File: config.mk
export PLATFORM = sky130hd
export DESIGN_NAME = md_iter_unit
export DESIGN_NICKNAME = d
export VERILOG_FILES = /design/src/rtl/md_iter_unit.sv
export SDC_FILE = /design/constraint.sdc
export NUM_CORES = 1
export LEC_CHECK = 0
export BUFFER_PORTS_ARGS = -buffer_cell sky130_fd_sc_hd__buf_2
export CAP_MARGIN = 20
export CORE_MARGIN = 5
export CORE_UTILIZATION = 28
export CTS_CLUSTER_SIZE = 12
export DETAILED_ROUTE_END_ITERATION = 7
export GPL_TIMING_DRIVEN = 1
export PLACE_DENSITY = 0.43
export SLEW_MARGIN = 10
export SYNTH_ARGS = -nofsm -noshare
export SYNTH_HDL_FRONTEND = slang
export SYNTH_SLANG_ARGS = --single-unit
File: constraint.sdc
create_clock -name clk -period 6.2 [get_ports clk]
set_input_delay 0.93 -clock clk [delete_from_list [all_inputs] [get_ports clk]]
set_output_delay 0.93 -clock clk [all_outputs]
set_load 0.01 [all_outputs]
File: src/rtl/md_iter_unit.sv
//
// md_iter_unit
// ------------
// Iterative multiply/divide engine for the EXE stage. One operation is in
// flight at a time. Multiplies use radix-2 shift-add and divides use
// restoring division. Both retire one bit per clock, so an operation takes
// WIDTH cycles. A divide by zero finishes after a single edge.
//
// Signed operations are computed on operand magnitudes. The sign of the
// result is fixed on the same edge that the last iteration completes.
//
// Ports
//   clk       rising-edge clock
//   rst       asynchronous, active-low reset
//   start_i   launch an operation (sampled only while idle)
//   op_i      00 MULT, 01 MULTU, 10 DIV, 11 DIVU (sampled with start_i)
//   a_i       multiplicand / dividend
//   b_i       multiplier / divisor
//   cancel_i  pipeline flush: abort and return to idle
//   hold_i    downstream stall: keep the finished result presented
//   busy_o    operation accepted and not yet retired
//   ready_o   result valid on hi_o/lo_o/dbz_o
//   hi_o      product high half / remainder
//   lo_o      product low half / quotient
//   dbz_o     divide-by-zero flag, valid with ready_o
//
module md_iter_unit #(
    parameter int WIDTH = 32,
    parameter int CNT_W = $clog2(WIDTH + 1)
) (
    input  logic             clk,
    input  logic             rst,
    input  logic             start_i,
    input  logic [1:0]       op_i,
    input  logic [WIDTH-1:0] a_i,
    input  logic [WIDTH-1:0] b_i,
    input  logic             cancel_i,
    input  logic             hold_i,
    output logic             busy_o,
    output logic             ready_o,
    output logic [WIDTH-1:0] hi_o,
    output logic [WIDTH-1:0] lo_o,
    output logic             dbz_o
);

    typedef enum logic [1:0] {
        ST_IDLE = 2'd0,
        ST_CALC = 2'd1,
        ST_DONE = 2'd2
    } state_t;

    localparam logic [CNT_W-1:0] LAST_CNT = CNT_W'(WIDTH - 1);

    state_t state;
    state_t state_nxt;

    logic [CNT_W-1:0]   cnt;
    logic               op_div;
    logic               neg_q;
    logic               neg_r;
    // Multiplicand for multiplies, divisor for divides.
    logic [WIDTH-1:0]   opnd;
    // Multiply: {partial product high, remaining multiplier bits}.
    // Divide:   {partial remainder, dividend bits shifting into quotient}.
    logic [2*WIDTH-1:0] acc;

    logic [WIDTH-1:0]   hi_q;
    logic [WIDTH-1:0]   lo_q;
    logic               dbz_q;

    // Decode of the launch request.
    logic               in_signed;
    logic               in_div;
    logic [WIDTH-1:0]   abs_a;
    logic [WIDTH-1:0]   abs_b;
    logic               div_by_zero;
    logic               launch;
    logic               last_iter;

    // Datapath for one iteration and the final sign fix.
    logic [WIDTH:0]     add_sum;
    logic [WIDTH:0]     div_shift;
    logic [WIDTH:0]     div_diff;
    logic [2*WIDTH-1:0] acc_step;
    logic [2*WIDTH-1:0] mul_fixed;
    logic [WIDTH-1:0]   quo_fixed;
    logic [WIDTH-1:0]   rem_fixed;

    always_comb begin
        in_signed   = ~op_i[0];
        in_div      = op_i[1];
        abs_a       = (in_signed && a_i[WIDTH-1]) ? (~a_i + 1'b1) : a_i;
        abs_b       = (in_signed && b_i[WIDTH-1]) ? (~b_i + 1'b1) : b_i;
        div_by_zero = in_div && (b_i == '0);
        launch      = (state == ST_IDLE) && start_i && !cancel_i;
        last_iter   = (state == ST_CALC) && (cnt == LAST_CNT);
    end

    // One iteration of the datapath.
    //  - Multiply: add the multiplicand into the high half when the current
    //    multiplier bit is set, then shift the whole accumulator right. The
    //    carry out of the add becomes the new top bit.
    //  - Divide: shift the next dividend bit into the partial remainder and
    //    trial-subtract the divisor. A clear borrow bit means the subtraction
    //    fits. The quotient bit enters at the bottom as the dividend shifts out.
    //    The partial remainder stays below the divisor, so a successful
    //    difference never needs more than WIDTH bits.
    always_comb begin
        add_sum   = {1'b0, acc[2*WIDTH-1:WIDTH]} + {1'b0, opnd};
        div_shift = {acc[2*WIDTH-1:WIDTH], acc[WIDTH-1]};
        div_diff  = div_shift - {1'b0, opnd};
        acc_step  = acc;
        if (op_div) begin
            if (!div_diff[WIDTH]) begin
                acc_step = {div_diff[WIDTH-1:0], acc[WIDTH-2:0], 1'b1};
            end else begin
                acc_step = {div_shift[WIDTH-1:0], acc[WIDTH-2:0], 1'b0};
            end
        end else if (acc[0]) begin
            acc_step = {add_sum, acc[WIDTH-1:1]};
        end else begin
            acc_step = {1'b0, acc[2*WIDTH-1:1]};
        end
    end

    // Sign correction for the final iteration. Most-negative / -1 works out
    // without a special case: the quotient magnitude 2^(WIDTH-1) is left
    // un-negated because both operands are negative, so it reads back as the
    // most negative value with a zero remainder.
    always_comb begin
        mul_fixed = neg_q ? (~acc_step + 1'b1) : acc_step;
        quo_fixed = neg_q ? (~acc_step[WIDTH-1:0] + 1'b1)
                          : acc_step[WIDTH-1:0];
        rem_fixed = neg_r ? (~acc_step[2*WIDTH-1:WIDTH] + 1'b1)
                          : acc_step[2*WIDTH-1:WIDTH];
    end

    // FSM state register.
    always_ff @(posedge clk or negedge rst) begin
        if (!rst) begin
            state <= ST_IDLE;
        end else begin
            state <= state_nxt;
        end
    end

    // FSM next state. A flush overrides every other request.
    always_comb begin
        state_nxt = state;
        if (cancel_i) begin
            state_nxt = ST_IDLE;
        end else begin
            case (state)
                ST_IDLE: begin
                    if (start_i) begin
                        state_nxt = div_by_zero ? ST_DONE : ST_CALC;
                    end
                end
                ST_CALC: begin
                    if (last_iter) begin
                        state_nxt = ST_DONE;
                    end
                end
                ST_DONE: begin
                    if (!hold_i) begin
                        state_nxt = ST_IDLE;
                    end
                end
                default: state_nxt = ST_IDLE;
            endcase
        end
    end

    // Operand capture, iteration and the result registers. The results are
    // written only on entry to DONE. A flush leaves them as they were.
    always_ff @(posedge clk or negedge rst) begin
        if (!rst) begin
            cnt    <= '0;
            op_div <= 1'b0;
            neg_q  <= 1'b0;
            neg_r  <= 1'b0;
            opnd   <= '0;
            acc    <= '0;
            hi_q   <= '0;
            lo_q   <= '0;
            dbz_q  <= 1'b0;
        end else if (cancel_i) begin
            cnt <= '0;
        end else if (launch) begin
            cnt    <= '0;
            op_div <= in_div;
            neg_q  <= in_signed & (a_i[WIDTH-1] ^ b_i[WIDTH-1]);
            neg_r  <= in_signed & a_i[WIDTH-1];
            opnd   <= in_div ? abs_b : abs_a;
            acc    <= {{WIDTH{1'b0}}, (in_div ? abs_a : abs_b)};
            if (div_by_zero) begin
                hi_q  <= a_i;
                lo_q  <= '1;
                dbz_q <= 1'b1;
            end
        end else if (state == ST_CALC) begin
            acc <= acc_step;
            cnt <= cnt + CNT_W'(1);
            if (last_iter) begin
                dbz_q <= 1'b0;
                if (op_div) begin
                    hi_q <= rem_fixed;
                    lo_q <= quo_fixed;
                end else begin
                    hi_q <= mul_fixed[2*WIDTH-1:WIDTH];
                    lo_q <= mul_fixed[WIDTH-1:0];
                end
            end
        end
    end

    assign busy_o  = (state != ST_IDLE);
    assign ready_o = (state == ST_DONE);
    assign hi_o    = hi_q;
    assign lo_o    = lo_q;
    assign dbz_o   = dbz_q;

endmodule

# Word-level counts from Yosys, hierarchy flattened
# Cells that the tools add are included.
dict set report word_totals {
  out_inout_bits 67
  in_bits 71
  regBits 172
  wordCells 87
}
dict set report op_classes {
  add_sub_neg 8
  bitwise_logic 10
  eq_ne 7
  n_mux 35
  reduce_logical 17
}
# cell count
set ops {}
lappend ops {{32-bit two-way mux} 16}
lappend ops {{64-bit two-way mux} 6}
lappend ops {{32-bit by 1-bit adder with 32-bit output (second input constant)} 4}
lappend ops {{32-bit inverter} 4}
lappend ops {{64-bit by 1-bit adder with 64-bit output (second input constant)} 1}
lappend ops {{64-bit inverter} 1}
lappend ops {{32-bit by 32-bit adder with 33-bit output} 1}
lappend ops {{33-bit by 32-bit subtractor with 33-bit output} 1}
lappend ops {{32-bit logical NOT} 1}
lappend ops {{6-bit two-way mux} 3}
lappend ops {{2-bit two-way mux} 5}
lappend ops {{3-bit != test (second input constant)} 3}
lappend ops {{6-bit by 1-bit adder with 6-bit output (second input constant)} 1}
lappend ops {{6-bit by 5-bit equality test with 1-bit output (second input constant)} 1}
lappend ops {{1-bit logical AND} 6}
lappend ops {{2-bit case mux with 3 select lines} 1}
lappend ops {{2-bit nonzero test} 3}
lappend ops {{1-bit two-way mux} 4}
lappend ops {{2-bit AND reduction} 2}
lappend ops {{4-bit AND reduction} 1}
lappend ops {{3-bit AND reduction} 1}
lappend ops {{3-bit nonzero test} 1}
lappend ops {{1-bit AND} 2}
lappend ops {{2-bit by 1-bit equality test with 1-bit output (second input constant)} 1}
lappend ops {{other kinds (6)} 7}

# Longest topological paths before layout
dict set report depth {
  ltp_word 10
  mapped_depth 26
  depth_no_buf 24
}

# Worst setup path after synthesis
# Ideal clock, no wire load.
dict set report synth_path {
  path_kind {register -> register}
  from {register acc[31]}
  to {register hi_q[24] (netlist: hi_o[24])}
  path_slack_ps 1329
  path_buffers 2
  synth_period_minus_slack_ps 4871
  setup_time_ps 133
  required_ps 6067
  stages_incl_launch_ff 25
  t_arrival_ps 4738
  cell_sequence {dfrtp_1 -> inv_1 -> ha_1 -> inv_1 -> fa_1 -> a211oi_1 -> o211a_1 -> o21ai_2 -> o21ai_2 -> a211oi_4 -> buf_6 -> nand2_1 -> o21ai_0 -> inv_1 -> ha_1 -> o221ai_1 -> nor4_1 -> nand4_1 -> or2_2 -> clkbuf_1 -> o21ai_1 -> nand2_1 -> o31ai_1 -> xor2_1 -> o21ai_0}
}
dict set report synth_via {
  elab_chain_len 10
  word_cells_on_any_way 14
  cone_classes {add/sub: 3; mux: 9; bitwise: 2}
}
# item line_no
set synth_lines {}
lappend synth_lines {{start: declaration} 65} ;# logic [2*WIDTH-1:0] acc;
lappend synth_lines {{start signal: assignment} 195} ;# acc <= {{WIDTH{1'b0}}, (in_div ? abs_a : abs_b)};
lappend synth_lines {{start signal: assignment} 202} ;# acc <= acc_step;
lappend synth_lines {{33-bit by 32-bit subtractor with 33-bit output} 111} ;# div_diff = div_shift - {1'b0, opnd};
lappend synth_lines {{64-bit two-way mux} 114} ;# if (!div_diff[WIDTH]) begin
lappend synth_lines {{64-bit two-way mux *} 113} ;# if (op_div) begin
lappend synth_lines {{64-bit inverter or 32-bit inverter (tied branches)} {131, 134}}
lappend synth_lines {{64-bit by 1-bit adder with 64-bit output or 32-bit by 1-bit adder with 32-bit output (tied branches)} {131, 134}}
lappend synth_lines {{64-bit two-way mux or 32-bit two-way mux (tied branches)} {131, 134}}
lappend synth_lines {{32-bit two-way mux *} 206} ;# if (op_div) begin
lappend synth_lines {{32-bit two-way mux *} 204} ;# if (last_iter) begin
lappend synth_lines {{32-bit two-way mux *} 201} ;# end else if (state == ST_CALC) begin
lappend synth_lines {{32-bit two-way mux *} 189} ;# end else if (launch) begin
lappend synth_lines {{end signal: assignment} 197} ;# hi_q <= a_i;
lappend synth_lines {{end signal: assignment} 207} ;# hi_q <= rem_fixed;
lappend synth_lines {{end signal: assignment} 210} ;# hi_q <= mul_fixed[2*WIDTH-1:WIDTH];
lappend synth_lines {{end: declaration} 67} ;# logic [WIDTH-1:0] hi_q;
# Every way passes the cells marked *; elsewhere a longest branch is shown, timed or not. The select of a mux whose other input is x is not followed.
# A chain may end at the register's enable or synchronous reset.

# Final worst setup path
dict set report layout_path {
  from {register acc[42]}
  to {register hi_q[28] (netlist: hi_o[28])}
}
dict set report layout_via {
  elab_chain_len 10
  word_cells_on_any_way 15
  cone_classes {add/sub: 4; mux: 9; bitwise: 2}
}
# item line_no
set layout_lines {}
lappend layout_lines {{33-bit by 32-bit subtractor with 33-bit output or 32-bit by 32-bit adder with 33-bit output (tied branches)} {111, 109}}
lappend layout_lines {{64-bit two-way mux (on tied branches)} {114, 119}}
lappend layout_lines {{64-bit two-way mux *} 113}
lappend layout_lines {{64-bit inverter or 32-bit inverter (tied branches)} {131, 134}}
lappend layout_lines {{64-bit by 1-bit adder with 64-bit output or 32-bit by 1-bit adder with 32-bit output (tied branches)} {131, 134}}
lappend layout_lines {{64-bit two-way mux or 32-bit two-way mux (tied branches)} {131, 134}}
lappend layout_lines {{32-bit two-way mux *} 206}
lappend layout_lines {{32-bit two-way mux *} 204}
lappend layout_lines {{32-bit two-way mux *} 201}
lappend layout_lines {{32-bit two-way mux *} 189}
# Marks and branches as above.

==> flow_metrics.tcl <==
set metrics [dict create \
    synth_enable_flop_cells 0 \
    status "finished clean" \
    start_util_pct 28.4 \
    r2r_cells 22 \
    die_x_um 246 \
    io_pins 138 \
    syn-num-nets 2189 \
    grt.total_usage_pct 21.8 \
    synth.distinct_cells 90 \
    r2r-end "hi_o[28]" \
    cpMostUsedCell "nor2_1" \
    post-place-cells 2848 \
    worst_path_max_delay_cell "or2_2" \
    rsz0062_at_grt "false" \
    viasPerCell 5.57 \
    r2r_setup_slack_ns 0.65 \
    vias 16100 \
    final_cell_mix "nand2_1, o21ai_0, a21oi_1, nor2_1, dfrtp_1" \
    core-area_um2 55200 \
    p_leak_uw 0.00738 \
    clock_skew_ns 0.0229 \
    rows 86 \
    drtAntennaViolNets 0 \
    cts_resized 0 \
    final_layout_size_suffix_gt1_share_pct 11.8 \
    grt_overflow 0 \
    hold_buffers 0 \
    hold_path_depth 2 \
    maxCapViolCount 0 \
    final_cells 2882 \
    hpwlAfterDp_um 52500 \
    path_clk_slew_ns 0.09 \
    worstReg2RegStart "acc[42]" \
    ys_async_sr_fraction_pct 100 \
    start_kind "register" \
    ir_worst_vdd_mv 0.233 \
    post_dp_cell_area_um2 17100 \
    grt_max_degree 121 \
    die_y_um 246 \
    dr.pass1.iters 5 \
    holdPathEnd "dbz_o" \
    finalWirelength_um 67900 \
    post_cts_buffers 0 \
    crit_type "register to register" \
    ys_ff_latch 172 \
    setup-tns-final_ns 0 \
    ys.warnings.count 0 \
    grt_pass1_vias 15300 \
    area_delta_synth_final_pct 12.6 \
    gp_congestion 0.923 \
    cts_root_buf "clkbuf_16" \
    hold_viol 0 \
    path_cells "ha_1 -> nand4_2 -> a2111o_1 -> o21a_1 -> a21oi_4 -> a211oi_4 -> nand2_1 -> o21ai_0 -> inv_1 -> ha_1 -> o221ai_1 -> nor4_1 -> buf_4 -> nand4_1 -> or2_2 -> nor2_1 -> nor2_1 -> nor2_1 -> nand4b_1 -> o31ai_1 -> xor2_1 -> o21ai_0" \
    setup_viol 0 \
    fin_crit_ns 5.55 \
    seq_area_frac_synth_pct 27.5 \
    end_kind "register" \
    p_per_area_nw_per_um2 512 \
    cts_buffers 17 \
    cp_data_arrival_time_ns 5.93 \
    tightest_slew_ns 1.06 \
    avgRoutedWirePerCell_um 23.5 \
    worstPathMaxFanout 9 \
    max-slew-margin-rel_pct 28.9 \
    synthFlopType "dfrtp_1" \
    hold_ws_ns 0.502 \
    io_buffers 137 \
    final_area_um2 17600 \
    max_stage_delay_ns 0.50 \
    hp-start "dbz_o" \
    finalCritPeriodShare_pct 89.6 \
    required_ns 6.58 \
    final_common_cell "nand2_1" \
    netlist_area_um2 15700 \
    holdCritPathClass "register to register" \
    syn_avg_cell_area_um2 7.65 \
    clock_sinks 172 \
    antenna_found_initial 1 \
    first_iter_violations 1307 \
    grt_pass1_wl_um 100000 \
    route.detailed.drc 0 \
    syn_inst 2047 \
    fmax_mhz 180 \
    cts.path.max_buffers 2 \
    htreeDepth 4 \
    clock_latency_ns 0.51 \
    nNetsFinal 2261 \
    die_area_um2 60700 \
    final_max_slew_viol_count 0 \
    cts_tree "built" \
]
state kept, by name, indices dropped and copies added, names as in the netlist, 2 cells and up:
signal,cells
cnt,6
hi_o,32
lo_o,32
state,2
opnd,32
acc,64
cell type report:
type / instances / area [um^2]
clock buffer: 20 / 437
multi-input combinational: 1684 / 10600
clock inverter: 12 / 87.6
tap: 748 / 936
timing repair buffer: 174 / 975
inverter: 70 / 263
fill: 5935 / 37600
sequential: 172 / 4310
antenna: 2 / 5.00
through the flow:
stage          util (%)  setup slack (ns)  power [uW]
6_report           31.9             0.647        9020
5_1_grt            31.9             0.287        9670
4_1_cts            31.9             0.740        8990
3_5_place_dp       31.0             0.751        7870
3_3_place_gp       31.0             0.919        7890
2_1_floorplan         -              1.33        5920
critical path, delay by kind of cell (launching register included):
| family | cells | cell delay [ns] |
|---|---|---|
| AO/OA/AOI/OAI | 8 | 1.75 |
| adder cells (fa/ha/maj) | 2 | 0.65 |
| buffers and inverters | 2 | 0.32 |
| flip-flops | 1 | 0.45 |
| AND/OR/NAND/NOR | 9 | 2.05 |
| XOR/XNOR | 1 | 0.20 |
cells in the mapped netlist, drive strengths merged (4+ instances only):
master	instances	area share, %
nand2	252	6.0
o21ai	232	7.5
a21oi	193	6.2
nor2	178	4.3
dfrtp	172	27
xnor2	103	5.8
clkbuf	85	2.0
ha	69	5.5
inv	69	1.7
mux2i	60	3.8
nor3	54	1.8
xor2	52	2.9
buf	36	1.2
a21o	32	1.5
a22oi	32	1.5
nand4	32	1.3
nand3	31	1.0
a31oi	27	1.1
a211oi	25	1.3
a22o	25	1.4
o31ai	25	1.2
nor4	18	0.90
o21a	18	0.86
nand2b	17	0.68
nor2b	16	0.64
o211ai	16	0.80
or3	15	0.60
and3	13	0.52
and2	12	0.48
or2	10	0.40
a2111oi	9	0.51
nor3b	9	0.43
mux2	8	0.60
a211o	7	0.39
and4	6	0.34
nand3b	5	0.24
nand4b	5	0.28
o22ai	5	0.20
o41ai	5	0.28
or4	5	0.24
a221oi	4	0.22
o2111ai	4	0.22
o211a	4	0.26
metal layers:
metal / track usage [%] / vias to the layer above / share of wire (%)
met1: 30.5 / 7930 / 46
met4: 4.33 / 0 / 1.3
met2: 35.1 / 497 / 46
met3: 4.63 / 49 / 6.2
met5: 0 / - / 0
li1: - / 7590 / -
where the power goes:
group / switching (uW) / internal, uW
Clock: 549 / 515
Sequential: 444 / 1460
Combinational: 3860 / 2180
Total: 4860 / 4160
cell families after synthesis:
logic type,after synthesis,share of synthesized area [%]
adders and majority gates,71,5.77
xor gates and xnor gates,155,8.67
buffers and inverters,191,4.96
AOI/OAI and AO/OA,702,27.9
DFF,172,27.5
and+or+nand+nor,688,20.8
muxes,68,4.44
worst max-delay path by stage:
stage / start / end / slack [ns] / cells past startpoint
floorplan: acc[31] / hi_o[24] / 1.33 / 24
global placement: acc[31] / hi_o[28] / 0.92 / 25
detailed placement: acc[31] / hi_o[28] / 0.75 / 25
CTS: acc[43] / hi_o[28] / 0.74 / 22
global route: acc[42] / hi_o[28] / 0.29 / 22
finish: acc[42] / hi_o[28] / 0.65 / 22
Note: power is estimated with default switching activity, not from simulation.
